File: src/rtl/osel_pkg.sv
// -----------------------------------------------------------------------------
// osel_pkg
//   Shared definitions for the osel_bank select-register bank:
//     - wr_mode encodings (MODE_WRITE / MODE_SET / MODE_CLEAR / MODE_TOGGLE)
//     - sweep sequencer state type (ST_IDLE / ST_SWEEP)
//     - osel_apply(): the per-bit update rule for one write mode.
//   The mode operations are purely bitwise, so osel_apply works on a single
//   bit and callers loop it over the slot width. That keeps the package
//   independent of SLOT_W.
// -----------------------------------------------------------------------------
package osel_pkg;

  localparam logic [1:0] MODE_WRITE  = 2'b00;  // s  = d
  localparam logic [1:0] MODE_SET    = 2'b01;  // s |= d
  localparam logic [1:0] MODE_CLEAR  = 2'b10;  // s &= ~d
  localparam logic [1:0] MODE_TOGGLE = 2'b11;  // s ^= d

  typedef enum logic {
    ST_IDLE  = 1'b0,
    ST_SWEEP = 1'b1
  } osel_state_e;

  // New value of one slot bit, given the mode, the old bit and the operand bit.
  function automatic logic osel_apply(input logic [1:0] mode,
                                      input logic       old_bit,
                                      input logic       data_bit);
    logic res;
    case (mode)
      MODE_WRITE:  res = data_bit;
      MODE_SET:    res = old_bit | data_bit;
      MODE_CLEAR:  res = old_bit & ~data_bit;
      default:     res = old_bit ^ data_bit;  // MODE_TOGGLE
    endcase
    return res;
  endfunction

endpackage

File: src/rtl/osel_slot.sv
// -----------------------------------------------------------------------------
// osel_slot
//   One slot of the select bank: a SLOT_W-bit register updated by a write
//   (we + mode + data) or zeroed by the sweep sequencer (clr).
//   With OSEL_PARITY_EN defined, a registered even-parity bit is kept that is
//   loaded on the same edge as the slot, so it always matches the slot value.
// Ports
//   clk   in   rising-edge clock
//   reset in   synchronous active-high reset
//   we    in   apply mode/data to this slot this cycle
//   clr   in   zero this slot this cycle (sweep); never concurrent with we
//   mode  in   write mode (see osel_pkg)
//   data  in   SLOT_W operand
//   slot  out  registered slot value
//   par   out  registered ^slot (only with OSEL_PARITY_EN)
// -----------------------------------------------------------------------------
module osel_slot
  import osel_pkg::*;
#(
  parameter int SLOT_W = 1
) (
  input  logic              clk,
  input  logic              reset,
  input  logic              we,
  input  logic              clr,
  input  logic [1:0]        mode,
  input  logic [SLOT_W-1:0] data,
  output logic [SLOT_W-1:0] slot
`ifdef OSEL_PARITY_EN
  ,output logic             par
`endif
);

  logic [SLOT_W-1:0] slot_d, slot_q;

  always_comb begin
    // NOTE: assigning the hold value first means every path drives slot_d,
    // so no latch is inferred when neither we nor clr is set.
    slot_d = slot_q;
    if (clr) begin
      slot_d = '0;
    end else if (we) begin
      for (int i = 0; i < SLOT_W; i++) begin
        slot_d[i] = osel_apply(mode, slot_q[i], data[i]);
      end
    end
  end

  always_ff @(posedge clk) begin
    // NOTE: sequential state uses non-blocking assignments so every flop
    // samples the pre-edge values regardless of statement order.
    if (reset) slot_q <= '0;
    else       slot_q <= slot_d;
  end

  assign slot = slot_q;

`ifdef OSEL_PARITY_EN
  logic par_q;

  // Parity is computed from slot_d so it lands on the same edge as the slot.
  always_ff @(posedge clk) begin
    if (reset) par_q <= 1'b0;
    else       par_q <= ^slot_d;
  end

  assign par = par_q;
`endif

endmodule

File: src/rtl/osel_bank.sv
// -----------------------------------------------------------------------------
// osel_bank
//   Select-register bank: NSLOT slots of SLOT_W bits, exposed flat on osel
//   (slot k = osel[k*SLOT_W +: SLOT_W]). Writes use a valid/ready handshake
//   and one of four bitwise modes. A clr_req starts a sweep that zeroes one
//   slot per cycle for NSLOT cycles. err is a sticky flag for an accepted
//   write whose index is out of range.
//   Optional feature macro: OSEL_PARITY_EN adds osel_par (registered even
//   parity per slot).
// Ports
//   clk       in   rising-edge clock
//   reset     in   synchronous active-high reset (overrides everything)
//   wr_valid  in   write request
//   wr_ready  out  write can be accepted (combinational: IDLE && !clr_req)
//   wr_idx    in   target slot
//   wr_mode   in   00 WRITE, 01 SET, 10 CLEAR, 11 TOGGLE
//   wr_data   in   operand
//   clr_req   in   start a sweep clear
//   busy      out  sweep in progress (registered)
//   err       out  sticky out-of-range flag (registered)
//   osel      out  flat slot contents (registered)
//   osel_par  out  per-slot even parity (only with OSEL_PARITY_EN)
// -----------------------------------------------------------------------------
module osel_bank
  import osel_pkg::*;
#(
  parameter  int NSLOT  = 8,
  parameter  int SLOT_W = 1,
  localparam int IDX_W  = $clog2(NSLOT)
) (
  input  logic                    clk,
  input  logic                    reset,
  input  logic                    wr_valid,
  output logic                    wr_ready,
  input  logic [IDX_W-1:0]        wr_idx,
  input  logic [1:0]              wr_mode,
  input  logic [SLOT_W-1:0]       wr_data,
  input  logic                    clr_req,
  output logic                    busy,
  output logic                    err,
  output logic [NSLOT*SLOT_W-1:0] osel
`ifdef OSEL_PARITY_EN
  ,output logic [NSLOT-1:0]       osel_par
`endif
);

  localparam logic [IDX_W-1:0] LAST_PTR = IDX_W'(NSLOT - 1);

  osel_state_e      state_d, state_q;
  logic [IDX_W-1:0] ptr_d, ptr_q;
  logic             err_d, err_q;

  logic accept;
  logic idx_in_range;
  logic sweeping;

  // clr_req in IDLE wins over a same-cycle write, hence it gates wr_ready.
  assign wr_ready     = (state_q == ST_IDLE) && !clr_req;
  assign accept       = wr_valid && wr_ready;
  // NSLOT need not be a power of two, so some encodable indices are invalid.
  assign idx_in_range = (32'(wr_idx) < NSLOT);
  assign sweeping     = (state_q == ST_SWEEP);

  always_comb begin
    state_d = state_q;
    ptr_d   = ptr_q;
    err_d   = err_q;
    case (state_q)
      ST_IDLE: begin
        if (clr_req) begin
          state_d = ST_SWEEP;
        end else if (accept && !idx_in_range) begin
          err_d = 1'b1;
        end
      end
      default: begin  // ST_SWEEP
        if (ptr_q == '0) err_d = 1'b0;
        if (ptr_q == LAST_PTR) begin
          ptr_d   = '0;
          state_d = ST_IDLE;
        end else begin
          ptr_d = ptr_q + IDX_W'(1);
        end
      end
    endcase
  end

  always_ff @(posedge clk) begin
    if (reset) begin
      state_q <= ST_IDLE;
      ptr_q   <= '0;
      err_q   <= 1'b0;
    end else begin
      state_q <= state_d;
      ptr_q   <= ptr_d;
      err_q   <= err_d;
    end
  end

  assign busy = sweeping;
  assign err  = err_q;

  for (genvar k = 0; k < NSLOT; k++) begin : g_slot
    logic slot_we;
    logic slot_clr;

    // Out-of-range indices never match any k, so no slot changes for them.
    assign slot_we  = accept && (wr_idx == IDX_W'(k));
    assign slot_clr = sweeping && (ptr_q == IDX_W'(k));

    osel_slot #(
      .SLOT_W (SLOT_W)
    ) u_slot (
      .clk   (clk),
      .reset (reset),
      .we    (slot_we),
      .clr   (slot_clr),
      .mode  (wr_mode),
      .data  (wr_data),
      .slot  (osel[k*SLOT_W +: SLOT_W])
`ifdef OSEL_PARITY_EN
      ,.par  (osel_par[k])
`endif
    );
  end

endmodule

File: config.mk
export PLATFORM = sky130hd
export DESIGN_NAME = osel_bank
export DESIGN_NICKNAME = d
export VERILOG_FILES = /design/src/rtl/osel_pkg.sv /design/src/rtl/osel_slot.sv /design/src/rtl/osel_bank.sv
export SDC_FILE = /design/constraint.sdc
export NUM_CORES = 1
export LEC_CHECK = 0
export CAP_MARGIN = 15
export CELL_PAD_IN_SITES_DETAIL_PLACEMENT = 1
export CELL_PAD_IN_SITES_GLOBAL_PLACEMENT = 2
export CORE_MARGIN = 1.5
export CORE_UTILIZATION = 32
export CTS_BUF_LIST = sky130_fd_sc_hd__clkbuf_16
export DETAILED_ROUTE_END_ITERATION = 7
export PLACE_DENSITY = 0.83
export SETUP_SLACK_MARGIN = 0.02
export SYNTH_ARGS = -nofsm -noshare
export SYNTH_HDL_FRONTEND = slang
export SYNTH_SLANG_ARGS = --single-unit
File: constraint.sdc
create_clock -name clk -period 2.4 [get_ports clk]
set_input_delay 0.48 -clock clk [delete_from_list [all_inputs] [get_ports clk]]
set_output_delay 0.48 -clock clk [all_outputs]
set_load 0.005 [all_outputs]
Word level (Yosys, flattened, before mapping). Index checks and enable logic that the tools add are counted.

Flip-flop bits (word level): 12. Output and inout bits: 11. Logic and storage cells: 95. Input bits: 10.

Multiplexer cells: 12. Reduce and logical (&&, ||, !) cells: 30. Bitwise gates (word level): 26. Add/sub/neg operators: 1. Eq/ne operators: 16.

Operators by type and width (number): 3-bit equality test, second input constant (8); 1-bit one-hot mux with 3 select lines (8); 1-bit logical AND (18); 2-bit OR reduction (8); 3-bit by 2-bit equality test with 1-bit output, second input constant (4); 1-bit bitwise AND (8); 1-bit OR (8); 1-bit bitwise XOR (8); 3-bit by 1-bit equality test with 1-bit output, second input constant (2); 3-bit logical NOT (2); 3-bit by 1-bit adder with 3-bit output, second input constant (1); 1-bit two-way mux (3); 3-bit two-way mux (1); 2-bit by 1-bit equality test with 1-bit output, second input constant (1); 2-bit equality test, second input constant (1); 2-bit logical NOT (1); 1-bit inverter (2); 1-bit logical NOT (1).

Longest topological paths before layout.
Depth after elaboration: 4. Mapped depth: 5. Mapped depth without buffers: 5.

Hierarchy. From an unflattened synthesis, not the netlist that was laid out.

Cells, all modules: 154. Area total of the unflattened synthesis: 1266.2 µm².

Modules (own cells, without submodules): osel_slot (cells an instance 13, instances 8, area each 108.9 µm², sequential area each 20.0 µm²); osel_bank (cells an instance 50, instances 1, area each 395.4 µm², sequential area each 80.1 µm²).

Worst setup path before layout. No wires, ideal clock.

Path kind: input to register. Start: in wr_data. End: reg g_slot[0].u_slot.slot_q. Path slack: 0.517 ns. Path buffers: 0. Arrival time: 1.792 ns. Setup time: 0.091 ns. Data required time: 2.309 ns. Stages on the path: 5. Cells stage by stage: inv_1 ha_1 inv_1 mux4_2 a311oi_1.

Longest elaborated chain between the ends: 3. Elaborated cells on any way between the ends: 5. Those cells by class: mux (1); bitwise (4).

RTL lines: start: declaration (RTL line osel_bank.sv:37) `input logic [SLOT_W-1:0] wr_data,`; 1-bit inverter (RTL line osel_pkg.sv:31) `MODE_CLEAR: res = old_bit & ~data_bit;`; 1-bit bitwise AND (RTL line osel_pkg.sv:31); 1-bit one-hot mux with 3 select lines * (RTL line osel_pkg.sv:28) `case (mode)`; end signal: assignment (RTL line osel_slot.sv:53) `else slot_q <= slot_d;`; end: declaration (RTL line osel_slot.sv:34) `logic [SLOT_W-1:0] slot_d, slot_q;`.

Mark *: on every way between the ends. The rest lies on a longest branch, timed or not. A chain may end at the register's enable or synchronous reset.

Final worst setup path. Ends and elaborated chain as after synthesis.

==> metrics <==
first-pass detailed-route iteration total 4; Detailed Route WL 2.70 mm; first-pass GRT wire length 4.72 mm; Slew Viols, Final 0; prevailing post-synth register cell dfxtp_1; cell with the most instances after synthesis inv_1; Cell Rows 22; Fin Hold WS 562 ps; most frequent cells after synthesis inv_1, ha_1, dfxtp_1; die height 64.3 microns; cell taking the most area after synthesis ha_1; vias in the first global route 1,024; routed via count 917; CP required between 2000 and 3000 ps; Final Critical Period 2070 ps; CP max-delay cell mux4_2; fmax 0.482 GHz; worst hold path stage count 2; Core Footprint between 3000 and 4000 sq um; Worst Path Arrival 2220 ps; H-tree depth 1; combinational power share 0.200; Setup Skew 2.97 ps; worst-margin pin slew 590 ps; cell breakdown of the critical path clkdlybuf4s50_1 > inv_1 > buf_12 > ha_1 > inv_1 > mux4_2 > a311oi_1; Root Buffer clkbuf_16; NumNets Final 172; Port Buffers 19; DR iter-0 viols 31; EDFF count, synth 0; I/O pin count 21; part of the Yosys area used for sequential elements 0.200; area growth from synthesis to layout 22.1%; kind of cell adding the most delay to the critical path buffers and inverters; switching power 0.000167 W; Clock Power Share 0.468; post-synth cell types 22; Mapped Area 1200 sq um; final RePlAce weighted congestion 0.711; Flop pwr share 0.333; critical path startpoint wr_data; Worst Path Buf+Inv 4; total CTS buffers 3; asr flop ratio synth 0; Max stage delay on crit path approximately 470 ps; Placed Cells approximately 180; Final Hold Fails 0; Area contributors post-synth ha_1, dfxtp_1, mux4_2, inv_1, a311oi_1; Hold-fix buffers, CTS 0; pwr dens roughly 450 nW/um^2; Hold Crit Class register to register; fin crit share 0.864; WL/cell around 14 microns; Ys Warns 0; DRC 0; status finished clean; footprint of the multi-input gates 753 sq um; most frequent CP cell inv_1; gr ovfl total 0; Slew headroom 0.606; ratio of cells with drive above 1 in the final layout 0.137; reg-to-reg startpoint g_slot[0].u_slot.slot; RSZ-0062 raised after global routing false; Synthesized Nets roughly 160; post-synthesis average cell area 9.53 sq um; CTS tree done; vias per cell 4.90; clock sinks 12; nature of the critical path startpoint input port; setup repair bufs after CTS 0; HPWL Detailed 2.16 mm; area share of the largest cell type after synthesis 0.229; CTS max path bufs 2; # resized after CTS 0; R2R setup slack roughly 800 ps; worst skew pair latency 240 ps; Antenna diodes 0; die width 64.3 microns; FF-to-FF path depth 5; GRT Overall Usage 0.146; crit-path max FO 24; final setup fails 0; remaining antenna violation count 0; Sequential Area 240 sq um; fillers 431; Int Power roughly 0.0005 W; Switching Share 0.250; P_leak about 0.62 nW; Initial Utilization 0.331; Power Total 0.000667 W; largest net degree at the start of global routing 25; VDD IR max 0.201 mV; Die ar. 4130 sq um; crit path kind input port to register; FF+latch count, synth 12; Stages on worst setup path 7; Max-cap violations 0; Final Non-Filler Cells between 150 and 200; Clk pin slew, worst setup/hold paths 50 ps; Hold Path Origin g_slot[6].u_slot.slot; setup TNS 0 ps; Gate Count Post-Synth 126; initial antenna violation count 0; Crit. End Element register
==> placed cells by master (no fill, tap or decap) <==
cell type,count
nor2_1,6
conb_1,1
and3b_1,2
nor3b_2,1
clkinv_1,1
a31o_2,3
inv_1,29
a21o_1,5
and3_1,1
nor2b_1,1
a21oi_1,8
ha_1,22
buf_4,2
clkdlybuf4s50_1,19
buf_12,1
nor3_2,1
a211oi_1,1
dfxtp_1,12
a311oi_1,8
mux4_2,8
mux2i_1,3
nor3b_1,1
clkbuf_16,3
==> worst paths after layout <==
path / end
hold / removal: g_slot[6].u_slot.slot
setup reg to reg: g_slot[0].u_slot.slot
hold reg to reg: g_slot[6].u_slot.slot
setup / recovery: g_slot[0].u_slot.slot
==> power groups by stage <==
stage | clock network [W] | logic [W] | registers (W)
floorplan | 0 | 0.0000908 | 0.000219
CTS | 0.000314 | 0.000136 | 0.000222
global placement | 0 | 0.000126 | 0.000224
detailed placement | 0 | 0.000135 | 0.000225
global route | 0.000327 | 0.000150 | 0.000224
finish | 0.000312 | 0.000133 | 0.000222
==> sequential cells by signal (all words and copies together), names as in the netlist <==
name                flops
busy                    1
g_slot.u_slot.slot      8
ptr_q                   3
==> logic make-up after synthesis <==
family / count (synthesis) / share of synthesized area
fa+ha+maj: 22 / 0.229
simple gates: 13 / 0.0688
other cells: 1 / 0.00312
buf+inv: 42 / 0.173
compound gates: 25 / 0.151
mux: 11 / 0.175
flops: 12 / 0.200
==> final cells by class <==
type | instances | area share
Sequential cell | 12 | 0.164
Tap cell | 48 | 0.0410
Clock inverter | 1 | 0.00256
Clock buffer | 3 | 0.0512
Inverter | 29 | 0.0742
Multi-Input combinational cell | 72 | 0.514
Timing Repair Buffer | 22 | 0.154
==> metrics by stage <==
stage | utilization | setup WS, ps | area, sq um
2_1_floorplan | - | 517 | 1200
3_3_place_gp | 0.382 | 138 | 1390
3_5_place_dp | 0.382 | 65.0 | 1390
4_1_cts | 0.404 | 317 | 1470
5_1_grt | 0.404 | 205 | 1470
6_report | 0.404 | 326 | 1470
==> layer usage <==
metal / part of all wire / GRT usage / routed length [microns]
met5: 0 / 0 / 0
met2: 0.49 / 0.257 / 1330
met1: 0.45 / 0.176 / 1230
met4: 0.013 / 0.0532 / 34
met3: 0.037 / 0.0282 / 101
==> worst reg2reg max path: stages (launching register included) <==
cell and delay (ps):
dfxtp_1 390, inv_1 60, ha_1 270, inv_1 40, mux4_2 470, a311oi_1 280
Power figures use the tool's default switching activity.
